$ cat config.mk
export PLATFORM = sky130hd
export DESIGN_NAME = serial_adder
export DESIGN_NICKNAME = d
export VERILOG_FILES = /design/src/rtl/serial_adder_pkg.sv /design/src/rtl/serial_adder_fa_1bit.sv /design/src/rtl/serial_adder.sv
export SDC_FILE = /design/constraint.sdc
export NUM_CORES = 1
export LEC_CHECK = 0
export BUFFER_PORTS_ARGS = -buffer_cell sky130_fd_sc_hd__buf_4
export CORE_ASPECT_RATIO = 1.5
export CORE_MARGIN = 10
export CORE_UTILIZATION = 40
export DETAILED_ROUTE_END_ITERATION = 16
export PLACE_DENSITY = 0.71
export SETUP_SLACK_MARGIN = 0.05
export SLEW_MARGIN = 15
export SYNTH_ARGS = -nofsm -noshare
export SYNTH_HDL_FRONTEND = slang
export SYNTH_HIERARCHICAL = 1
export SYNTH_SLANG_ARGS = --single-unit
$ cat constraint.sdc
create_clock -name clk -period 2.3 [get_ports clk]
set_clock_uncertainty 0.05 [all_clocks]
set_input_delay 0.345 -clock clk [delete_from_list [all_inputs] [get_ports clk]]
set_output_delay 0.345 -clock clk [all_outputs]
set_load 0.05 [all_outputs]
$ cat src/rtl/serial_adder_pkg.sv
// Shared definitions for the bit-serial adder: FSM state encodings and
// the sizing rule for the bit counter.
package serial_adder_pkg;

    // Controller states; encodings are fixed so that debug tooling and
    // downstream decode can rely on them.
    typedef enum logic [1:0] {
        ST_IDLE = 2'd0,
        ST_ADD  = 2'd1,
        ST_DONE = 2'd2
    } state_e;

    // Bit counter width: enough to count 0..width-1, never less than one bit
    // so that the WIDTH=1 build still has a real register.
    function automatic int cnt_width(input int width);
        if (width > 1) begin
            return $clog2(width);
        end else begin
            return 1;
        end
    endfunction

endpackage

$ cat src/rtl/serial_adder_fa_1bit.sv
// Single-bit full adder used as the only arithmetic element of the
// bit-serial adder. Purely combinational.
module fa_1bit (
    input  logic a,
    input  logic b,
    input  logic cin,
    output logic s,
    output logic cout
);

    logic half_s;

    assign half_s = a ^ b;
    assign s      = half_s ^ cin;
    assign cout   = (a & b) | (cin & half_s);

endmodule

$ cat src/rtl/serial_adder.sv
// Bit-serial WIDTH-bit adder: {cout,sum} = a + b + cin, processed LSB first,
// one bit per clock through a single full adder. A start request in IDLE or
// DONE captures the operands; WIDTH ADD cycles later the result is published
// on sum/cout together with a one-cycle done pulse.
module serial_adder
    import serial_adder_pkg::*;
#(
    parameter int WIDTH = 8
) (
    input  logic             clk,
    input  logic             rst,
    input  logic             start,
    input  logic [WIDTH-1:0] a,
    input  logic [WIDTH-1:0] b,
    input  logic             cin,
    output logic             busy,
    output logic             done,
    output logic [WIDTH-1:0] sum,
    output logic             cout
);

    localparam int                CNT_W    = cnt_width(WIDTH);
    localparam logic [CNT_W-1:0]  LAST_CNT = CNT_W'(WIDTH - 1);
    localparam logic [CNT_W-1:0]  CNT_ONE  = CNT_W'(1);

    state_e             state_q, state_d;
    logic [WIDTH-1:0]   sa_q, sa_d;
    logic [WIDTH-1:0]   sb_q, sb_d;
    logic [WIDTH-1:0]   psum_q, psum_d;
    logic               carry_q, carry_d;
    logic [CNT_W-1:0]   cnt_q, cnt_d;
    logic [WIDTH-1:0]   sum_q, sum_d;
    logic               cout_q, cout_d;

    logic               fa_s;
    logic               fa_cout;
    logic [WIDTH-1:0]   psum_shift_s;

    // The one and only adder slice: current operand LSBs plus the running carry.
    fa_1bit u_fa (
        .a    (sa_q[0]),
        .b    (sb_q[0]),
        .cin  (carry_q),
        .s    (fa_s),
        .cout (fa_cout)
    );

    // Partial sum after this cycle's bit lands in the MSB; after WIDTH shifts
    // bit i holds the i-th serial result.
    always_comb begin
        psum_shift_s            = psum_q >> 1;
        psum_shift_s[WIDTH-1]   = fa_s;
    end

    // Next-state and datapath control for the IDLE/ADD/DONE controller.
    always_comb begin
        state_d = state_q;
        sa_d    = sa_q;
        sb_d    = sb_q;
        psum_d  = psum_q;
        carry_d = carry_q;
        cnt_d   = cnt_q;
        sum_d   = sum_q;
        cout_d  = cout_q;

        case (state_q)
            ST_IDLE, ST_DONE: begin
                if (start) begin
                    state_d = ST_ADD;
                    sa_d    = a;
                    sb_d    = b;
                    carry_d = cin;
                    psum_d  = '0;
                    cnt_d   = '0;
                end else begin
                    state_d = ST_IDLE;
                end
            end
            ST_ADD: begin
                // start and operand inputs are deliberately ignored here.
                sa_d    = sa_q >> 1;
                sb_d    = sb_q >> 1;
                carry_d = fa_cout;
                psum_d  = psum_shift_s;
                cnt_d   = cnt_q + CNT_ONE;
                if (cnt_q == LAST_CNT) begin
                    // Publish only the finished word so partials never leak.
                    state_d = ST_DONE;
                    sum_d   = psum_shift_s;
                    cout_d  = fa_cout;
                end else begin
                    state_d = ST_ADD;
                end
            end
            default: begin
                state_d = ST_IDLE;
            end
        endcase
    end

    // All state of the adder; reset discards any operation in flight.
    always_ff @(posedge clk or posedge rst) begin
        if (rst) begin
            state_q <= ST_IDLE;
            sa_q    <= '0;
            sb_q    <= '0;
            psum_q  <= '0;
            carry_q <= 1'b0;
            cnt_q   <= '0;
            sum_q   <= '0;
            cout_q  <= 1'b0;
        end else begin
            state_q <= state_d;
            sa_q    <= sa_d;
            sb_q    <= sb_d;
            psum_q  <= psum_d;
            carry_q <= carry_d;
            cnt_q   <= cnt_d;
            sum_q   <= sum_d;
            cout_q  <= cout_d;
        end
    end

    assign busy = (state_q == ST_ADD);
    assign done = (state_q == ST_DONE);
    assign sum  = sum_q;
    assign cout = cout_q;

endmodule

==> results of run 1 <==
-- cell usage after synthesis (2+ instances only) --
cell	count
dfrtp_1	38
inv_1	12
a21oi_2	10
o22ai_1	10
a22o_1	9
mux2_2	7
mux2i_1	7
nor2b_1	6
a211oi_1	5
a21oi_1	5
buf_2	4
buf_6	4
o21ai_0	4
mux2_1	3
nand3_1	3
ha_1	2
-- cell families (layout without fill, tap and decap cells) --
family / Yosys count / in the layout / synth area share (%)
multiplexers: 17 / 17 / 10.7
buffers and inverters: 22 / 55 / 7.04
AND/OR/NAND/NOR: 14 / 14 / 5.65
AO/OA/AOI/OAI: 43 / 43 / 18.3
flip-flops: 38 / 38 / 55.7
adder cells (fa/ha/maj): 3 / 3 / 2.64
-- final cells by class --
class,instances,area [µm²]
Clock inverter,2,60.1
Inverter,13,51.3
Sequential cell,38,951
Fill cell,363,2080
Multi-Input combinational cell,77,636
Tap cell,46,57.6
Clock buffer,6,82.6
Timing Repair Buffer,34,255
-- final timing paths --
check	to	slack (ns)	cells past startpoint
setup / recovery	busy	0.64	3
hold / removal	sum[0]$_DFFE_PP0P_	0.11	3
setup reg to reg	psum_q[5]$_DFFE_PP0P_	0.75	5
hold reg to reg	sum[4]$_DFFE_PP0P_	0.44	1
max in group asynchronous	sum[6]$_DFFE_PP0P_	1.76	3
min in group clk	sb_q[1]$_DFFE_PP0P_	0.30	3
-- registers in the layout, indices dropped and copies added (netlist names) --
name / count
sa_q: 8
sb_q: 8
sum: 8
psum_q: 7
cnt_q: 3
state_q: 2
carry_q: 1
cout: 1
-- layer usage --
layer  GRT usage, %  share of wire (%)
met1           10.1                 40
met2           15.8                 52
met3           4.74                6.7
met4           3.60                1.2
met5              0                  0
-- cells in the final DEF (no fill, tap or decap) --
master,netlist,layout
bufinv_16,0,2
clkbuf_8,0,6
nand3_1,3,3
mux2_2,7,7
mux2i_1,7,7
ha_1,2,2
buf_4,0,34
nor2_1,1,1
a22o_1,9,9
fa_1,1,1
nand2b_1,1,1
o22ai_1,10,10
nand2_4,1,1
nor2b_1,6,6
inv_1,12,12
nand2b_4,1,1
and2_4,1,1
o21ai_0,4,4
a21oi_1,5,5
mux2_1,3,3
dfrtp_1,38,38
inv_4,1,1
a21oi_2,10,10
a211oi_1,5,5
-- metrics by stage --
step / utilization (%) / power (mW)
after floorplan: - / 2.30
after CTS: 50.2 / 3.31
after global placement: 46.7 / 2.54
after global routing: 50.2 / 3.49
final: 50.2 / 3.26
after detailed placement: 46.7 / 2.61
-- where the power goes --
group          internal (mW)  switching [mW]  total [mW]
combinational          0.576           0.824        1.40
clock                  0.462           0.219       0.682
sequential             0.977           0.204        1.18
-- worst register-to-register path: stages (launching register included) --
cell	delay, ns
dfrtp_1	0.40
buf_4	0.24
nand2b_1	0.13
buf_4	0.17
and2_4	0.33
a22o_1	0.17
==> out/metrics.csv, run 1 <==
stage,metric,value,unit
run_status,status,finished clean,
synth,avgSynthCellArea,12.5,µm²
synth,synth_ff_type,dfrtp_1,
die,die-area,7330,µm²
critical_path,crit_chain,nand2b_4 -> inv_4 -> buf_4,
die,dieHeight,100,µm
timing,tightest_slew,0.458,ns
synth,synth_cell_types,24,
die,core-area,4170,µm²
critical_path,crit_required,1.90,ns
power_and_ir_drop,ir_worst_vdd,0.000917,V
clock_network,numCtsBuffers,5,
detailed_routing,vias,1132,
synth,synth_area_leader_cell,dfrtp_1,
die,fp.dieW,73.3,µm
critical_path,critPathLaunchType,flop,
timing,setup_tns,0,ns
hold_path,min_path_type,in -> async,
detailed_routing,viasPerCell,5.24,
timing,max_freq,604,MHz
clock_network,cts_tree,done,
detailed_routing,drc,0,
clock_network,clockRootBuffer,clkbuf_8,
cells_and_area,finalNonFillerCells,216,
critical_path,worst_ep_arrival_time,1.26,ns
synth,netlist.area_leader.share,55.7,%
cells_and_area,syn_to_final_growth,22.7,%
critical_path,cpMaxStageDelayCell,dfrtp_1,
grt,grt_usage,9.54,%
placement,place_area,1950,µm²
critical_path,max_stage_delay,0.39,ns
placement,dp_hpwl,2.48,mm
critical_path,critPathBufInv,2,
clock_network,clockBufferDepth,2,
synth,syn_inst,137,
critical_path,endpoint_kind,output port,
timing,relSlewSlack,69.5,%
critical_path,crit_type,reg -> out,
cells_and_area,diodes,0,
timing,setup_ws,0.644,ns
detailed_routing,routed_wire_length_per_instance,15.3,µm
cells_and_area,nets,192,
placement,port_buffers,30,
clock_network,clock_sinks,38,
die,row_count,29,
synth,syn_area,1710,µm²
grt,grt_max_degree,39,
timing,min_period,1.66,ns
grt,antenna_found_initial,0,
detailed_routing,ant_nets,0,
grt,overflow,0,
grt,grt_pass1_vias,1233,
detailed_routing,drt-initial-drc-count,92,
synth,synth_seq_cells,38,
synth,synth_seq_area_share,55.7,%
die,io_pins,31,
placement,place_ws,0.761,ns
timing,rsz0062_at_grt,false,
timing,timing.hold.ws,0.111,ns
flow_run,cap_violations,0,
timing,hold_viol,0,
critical_path,reg2reg_from,state_q[0]$_DFF_PP0_,
cells_and_area,drive_above_1_share,37.1,%
timing,period_share,72.0,%
detailed_routing,drt-total-wl,3.31,mm
power_and_ir_drop,cellLeakagePower,0.987,nW
clock_network,htreeDepth,2,
synth,synthTopCellsByArea,"dfrtp_1, a21oi_2, a22o_1",
synth,ys_warn_count,6,
clock_network,hold_buffers,0,
synth,synthArstFlopShare,100,%
synth,synth_fp_nets,160,
clock_network,cts_setup_buffers,0,
die,start_util,40.9,%
timing,drv_slew,0,
synth,synth_edf_count,0,
timing,setup-violations-final,0,
clock_network,clk_pin_slew,0.07,ns
critical_path,cp_top_family,flip-flops,
placement,place_inst,208,
critical_path,path_max_fanout,15,
clock_network,cts_resized,0,
placement,place_congestion,0.699,
power_and_ir_drop,power_density,1560,nW/µm²
critical_path,startpoint,state_q[1]$_DFF_PP0_,
grt,grt_pass1_wl,5.58,mm
clock_network,clk_latency,0.29,ns
detailed_routing,dr.pass1.iters,4,
cells_and_area,fin_area,2090,µm²
No activity file was read; power rests on OpenSTA's default activity.
==> inputs of run 2 (changes only) <==
==> constraint.sdc (replaced) <==
create_clock -name clk -period 1.7 [get_ports clk]
set_clock_uncertainty 0.05 [all_clocks]
set_input_delay 0.255 -clock clk [delete_from_list [all_inputs] [get_ports clk]]
set_output_delay 0.255 -clock clk [all_outputs]
set_load 0.05 [all_outputs]
==> run 2 against run 1 <==
  * Worst setup slack got worse by 0.52 ns
  * Routed wire length increased by 5.3%
  * Register-to-register slack got worse by 0.54 ns
==> out/metrics.csv, run 2 (synthesis gave the netlist of run 1 again) <==
stage,metric,value,unit
run_status,status,finished clean,
cells_and_area,mostFrequentLayoutCells,"dfrtp_1, buf_4, inv_1",
critical_path,crit_type,reg -> out,
clock_network,cts_resized,0,
hold_path,min_path_type,in -> async,
cells_and_area,syn_to_final_growth,20.7,%
timing,hold_viol,0,
critical_path,reg2reg_from,cnt_q[0]$_DFFE_PP0P_,
detailed_routing,vias,1160,
die,die-area,7330,µm²
die,fp.dieW,73.3,µm
critical_path,critPathBufInv,2,
grt,grt_pass1_vias,1294,
detailed_routing,dr.pass1.iters,4,
clock_network,clock_sinks,38,
detailed_routing,ant_nets,0,
timing,period_share,92.8,%
critical_path,path_max_fanout,15,
critical_path,crit_chain,nand2b_4 -> inv_4 -> buf_4,
clock_network,clockRootBuffer,clkbuf_8,
timing,max_freq,634,MHz
critical_path,startpoint,state_q[1]$_DFF_PP0_,
die,start_util,40.9,%
grt,grt_pass1_wl,5.96,mm
detailed_routing,drc,0,
detailed_routing,drt-total-wl,3.48,mm
clock_network,clk_latency,0.28,ns
power_and_ir_drop,power_density,2060,nW/µm²
cells_and_area,drive_above_1_share,37.1,%
timing,setup_tns,0,ns
critical_path,endpoint_kind,output port,
timing,tightest_slew,0.468,ns
die,io_pins,31,
detailed_routing,drt-initial-drc-count,40,
power_and_ir_drop,fin_total_pwr,4.24,mW
grt,grt_max_degree,39,
timing,min_period,1.58,ns
timing,rsz0062_at_grt,false,
clock_network,clockBufferDepth,2,
clock_network,numCtsBuffers,5,
power_and_ir_drop,cellLeakagePower,0.974,nW
clock_network,cts_tree,done,
critical_path,max_stage_delay,0.39,ns
cells_and_area,layout_commonest_cell,dfrtp_1,
cells_and_area,nets,192,
timing,drv_slew,0,
detailed_routing,viasPerCell,5.37,
critical_path,worst_ep_arrival_time,1.27,ns
grt,overflow,0,
placement,place_congestion,0.700,
clock_network,cts_setup_buffers,0,
cells_and_area,diodes,0,
timing,setup-violations-final,0,
timing,timing.hold.ws,0.0272,ns
clock_network,hold_buffers,0,
placement,dp_hpwl,2.48,mm
critical_path,crit_required,1.39,ns
critical_path,cp_top_family,flip-flops,
clock_network,htreeDepth,2,
critical_path,cpMaxStageDelayCell,dfrtp_1,
flow_run,cap_violations,0,
die,row_count,29,
placement,port_buffers,30,
clock_network,clk_pin_slew,0.07,ns
timing,relSlewSlack,68.8,%
die,dieHeight,100,µm
die,core-area,4170,µm²
power_and_ir_drop,ir_worst_vdd,0.00128,V
detailed_routing,routed_wire_length_per_instance,16.1,µm
critical_path,critPathLaunchType,flop,
grt,antenna_found_initial,0,
grt,grt_usage,10.1,%
## run 2: stage by stage
stage | util, % | cells | setup slack, ns | cell area, µm²
floorplan | - | 137 | 0.175 | 1710
global placement | 46.7 | 208 | 0.267 | 1950
detailed placement | 46.7 | 208 | 0.220 | 1950
CTS | 49.4 | 216 | 0.106 | 2060
global route | 49.4 | 216 | 0.0575 | 2060
finish | 49.4 | 216 | 0.122 | 2060
## run 2: worst paths after layout
path / to / slack (ns) / depth (start not counted)
max: busy / 0.12 / 3
min: psum_q[3]$_DFFE_PP0P_ / 0.03 / 3
max reg2reg: sum[0]$_DFFE_PP0P_ / 0.21 / 4
min reg2reg: sum[6]$_DFFE_PP0P_ / 0.45 / 1
max in group asynchronous: sb_q[0]$_DFFE_PP0P_ / 1.24 / 3
min in group clk: sa_q[6]$_DFFE_PP0P_ / 0.20 / 3
## run 2: worst min-delay path: cells and delay by family
kind,cells,cell delay [ns]
buffers and inverters,3,0.55
## run 2: cell type report
class	count	area [µm²]
clock buffers	5	68.8
clock inverters	3	40.0
fillers	374	2110
inverters	13	51.3
multi-input cells	77	636
flip-flops and latches	38	951
well taps	46	57.6
repair buffers	34	255
## run 2: where the power goes
part	internal [mW]	leakage, nW	switching, mW
logic	0.781	0.448	1.13
clock network	0.431	0.0579	0.304
registers	1.32	0.468	0.278
## run 2: metal layers
metal | wire length, µm | up-vias | global-route usage [%]
met5 | 0 | - | 0
met1 | 1370 | 583 | 10.7
met3 | 251 | 4 | 4.64
li1 | - | 545 | -
met2 | 1810 | 28 | 16.5
met4 | 57 | 0 | 4.32
==> inputs of run 3 (changes only) <==
--- a/config.mk
+++ b/config.mk
@@ -7,9 +7,9 @@
 export LEC_CHECK = 0
 export BUFFER_PORTS_ARGS = -buffer_cell sky130_fd_sc_hd__buf_4
 export CORE_ASPECT_RATIO = 1.5
-export CORE_MARGIN = 10
 export CORE_UTILIZATION = 40
 export DETAILED_ROUTE_END_ITERATION = 16
+export MAX_ROUTING_LAYER = met4
 export PLACE_DENSITY = 0.71
 export SETUP_SLACK_MARGIN = 0.05
 export SLEW_MARGIN = 15
==> run 3 against run 2 <==
  * Maximum frequency rose by 0.16%
  * Sequential power barely moved
  * Combinational power barely moved
  * Routed wire length fell by 4.6%
  * Total power fell by 2.4%
  * Via count rose by 1.1%
  * Design area fell by 0.55%
  * Core utilization rose by 1.5 points
  * Count of clock-buffer cells in the layout rose by 2
  * Worst setup slack improved by 0.0025 ns
  * Hold slack improved by 0.0035 ns
  * Largest cell class unchanged
  * Highest routed layer unchanged
==> out/metrics.csv, run 3 (synthesis gave the netlist of run 1 again) <==
stage,metric,value,unit
timing,setup-violations-final,0,
timing,tightest_slew,0.477,ns
detailed_routing,drt-total-wl,3.32,mm
placement,port_buffers,30,
critical_path,worst_ep_arrival_time,1.27,ns
grt,grt_pass1_vias,1222,
power_and_ir_drop,ir_worst_vdd,0.00124,V
die,row_count,28,
power_and_ir_drop,fin_total_pwr,4.14,mW
die,die-area,4540,µm²
grt,grt_usage,17.0,%
cells_and_area,fillerInstances,350,
detailed_routing,viasPerCell,5.43,
timing,setup_tns,0,ns
die,fp.dieW,55.3,µm
run_status,status,finished clean,
critical_path,cpMaxStageDelayCell,dfrtp_1,
timing,max_freq,635,MHz
clock_network,hold_buffers,0,
cells_and_area,seqCellArea,951,µm²
timing,hold_viol,0,
cells_and_area,layout_commonest_cell,dfrtp_1,
clock_network,htreeDepth,2,
clock_network,cts_setup_buffers,0,
placement,dp_hpwl,2.28,mm
critical_path,endpoint_kind,output port,
timing,relSlewSlack,68.2,%
detailed_routing,vias,1173,
detailed_routing,ant_nets,0,
die,io_pins,31,
critical_path,reg2reg_from,cnt_q[0]$_DFFE_PP0P_,
power_and_ir_drop,cellLeakagePower,0.969,nW
grt,grt_max_degree,39,
hold_path,min_path_type,in -> async,
detailed_routing,dr.pass1.iters,4,
timing,min_period,1.58,ns
placement,place_congestion,0.746,
power_and_ir_drop,power_density,2020,nW/µm²
detailed_routing,routed_wire_length_per_instance,15.4,µm
clock_network,cts_resized,0,
critical_path,r2r_setup_slack,0.20,ns
timing,rsz0062_at_grt,false,
clock_network,clockRootBuffer,clkbuf_8,
timing,period_share,92.7,%
clock_network,clk_latency,0.29,ns
critical_path,timing.rr.end,sum[3]$_DFFE_PP0P_,
timing,timing.hold.ws,0.0307,ns
clock_network,numCtsBuffers,5,
critical_path,max_stage_delay,0.38,ns
clock_network,clockBufferDepth,2,
critical_path,path_max_fanout,15,
cells_and_area,fin_util,50.8,%
die,start_util,42.4,%
grt,antenna_found_initial,0,
critical_path,crit_required,1.39,ns
cells_and_area,nets,193,
critical_path,crit_type,reg -> out,
cells_and_area,multi_input_area,636,µm²
clock_network,clk_pin_slew,0.07,ns
critical_path,critPathLaunchType,flop,
die,core-area,4030,µm²
critical_path,r2r_cells,4,
cells_and_area,syn_to_final_growth,20.0,%
die,dieHeight,82,µm
clock_network,clock_sinks,38,
cells_and_area,fin_area,2050,µm²
critical_path,crit_chain,nand2b_4 -> inv_4 -> buf_4,
cells_and_area,diodes,0,
placement,place_area,1960,µm²
flow_run,cap_violations,0,
detailed_routing,drt-initial-drc-count,33,
cells_and_area,mostFrequentLayoutCells,"dfrtp_1, buf_4, inv_1",
cells_and_area,drive_above_1_share,36.8,%
clock_network,cts_tree,done,
grt,grt_pass1_wl,5.61,mm
grt,overflow,0,
timing,drv_slew,0,
detailed_routing,drc,0,
run 3: per-stage QoR:
step           instances  setup WS (ns)
2_1_floorplan        137          0.175
3_3_place_gp         208          0.258
3_5_place_dp         208          0.200
4_1_cts              216          0.117
5_1_grt              216         0.0602
6_report             216          0.125
run 3: critical path: cells and delay by family, from the launching register on:
family	cells	cell delay, ns
flip-flops	1	0.38
buffers and inverters	2	0.37
AND/OR/NAND/NOR	1	0.23
run 3: per-layer routing:
metal	wire length, µm	GRT usage [%]	up-vias
met2	1800	29.8	24
met1	1350	17.3	594
met4	58	8.25	0
met3	109	5.20	6
li1	-	-	549
met5	0	-	-
run 3: cell type report:
| cell class | instances | share of cell area, % |
|---|---|---|
| Multi-Input combinational cell | 77 | 31.0 |
| Clock buffer | 7 | 4.22 |
| Clock inverter | 1 | 0.244 |
| Tap cell | 45 | 2.75 |
| Timing Repair Buffer | 35 | 12.8 |
| Inverter | 13 | 2.50 |
| Sequential cell | 38 | 46.4 |
run 3: report_power, final:
group	total, mW	leakage [nW]	internal (mW)	switching (mW)
registers	1.60	0.468	1.32	0.281
logic	1.91	0.453	0.779	1.13
clock network	0.624	0.0482	0.327	0.297
total	4.14	0.969	2.43	1.71
run 3: worst max-delay path by stage:
stage	startpoint	to	slack [ns]	cells past startpoint
after floorplan	state_q[1]$_DFF_PP0_	cout$_DFFE_PP0P_	0.18	6
after global placement	cnt_q[0]$_DFFE_PP0P_	sum[5]$_DFFE_PP0P_	0.26	4
after detailed placement	cnt_q[0]$_DFFE_PP0P_	sum[3]$_DFFE_PP0P_	0.20	4
after CTS	state_q[1]$_DFF_PP0_	busy	0.12	3
after global routing	state_q[1]$_DFF_PP0_	busy	0.06	3
final	state_q[1]$_DFF_PP0_	busy	0.12	3
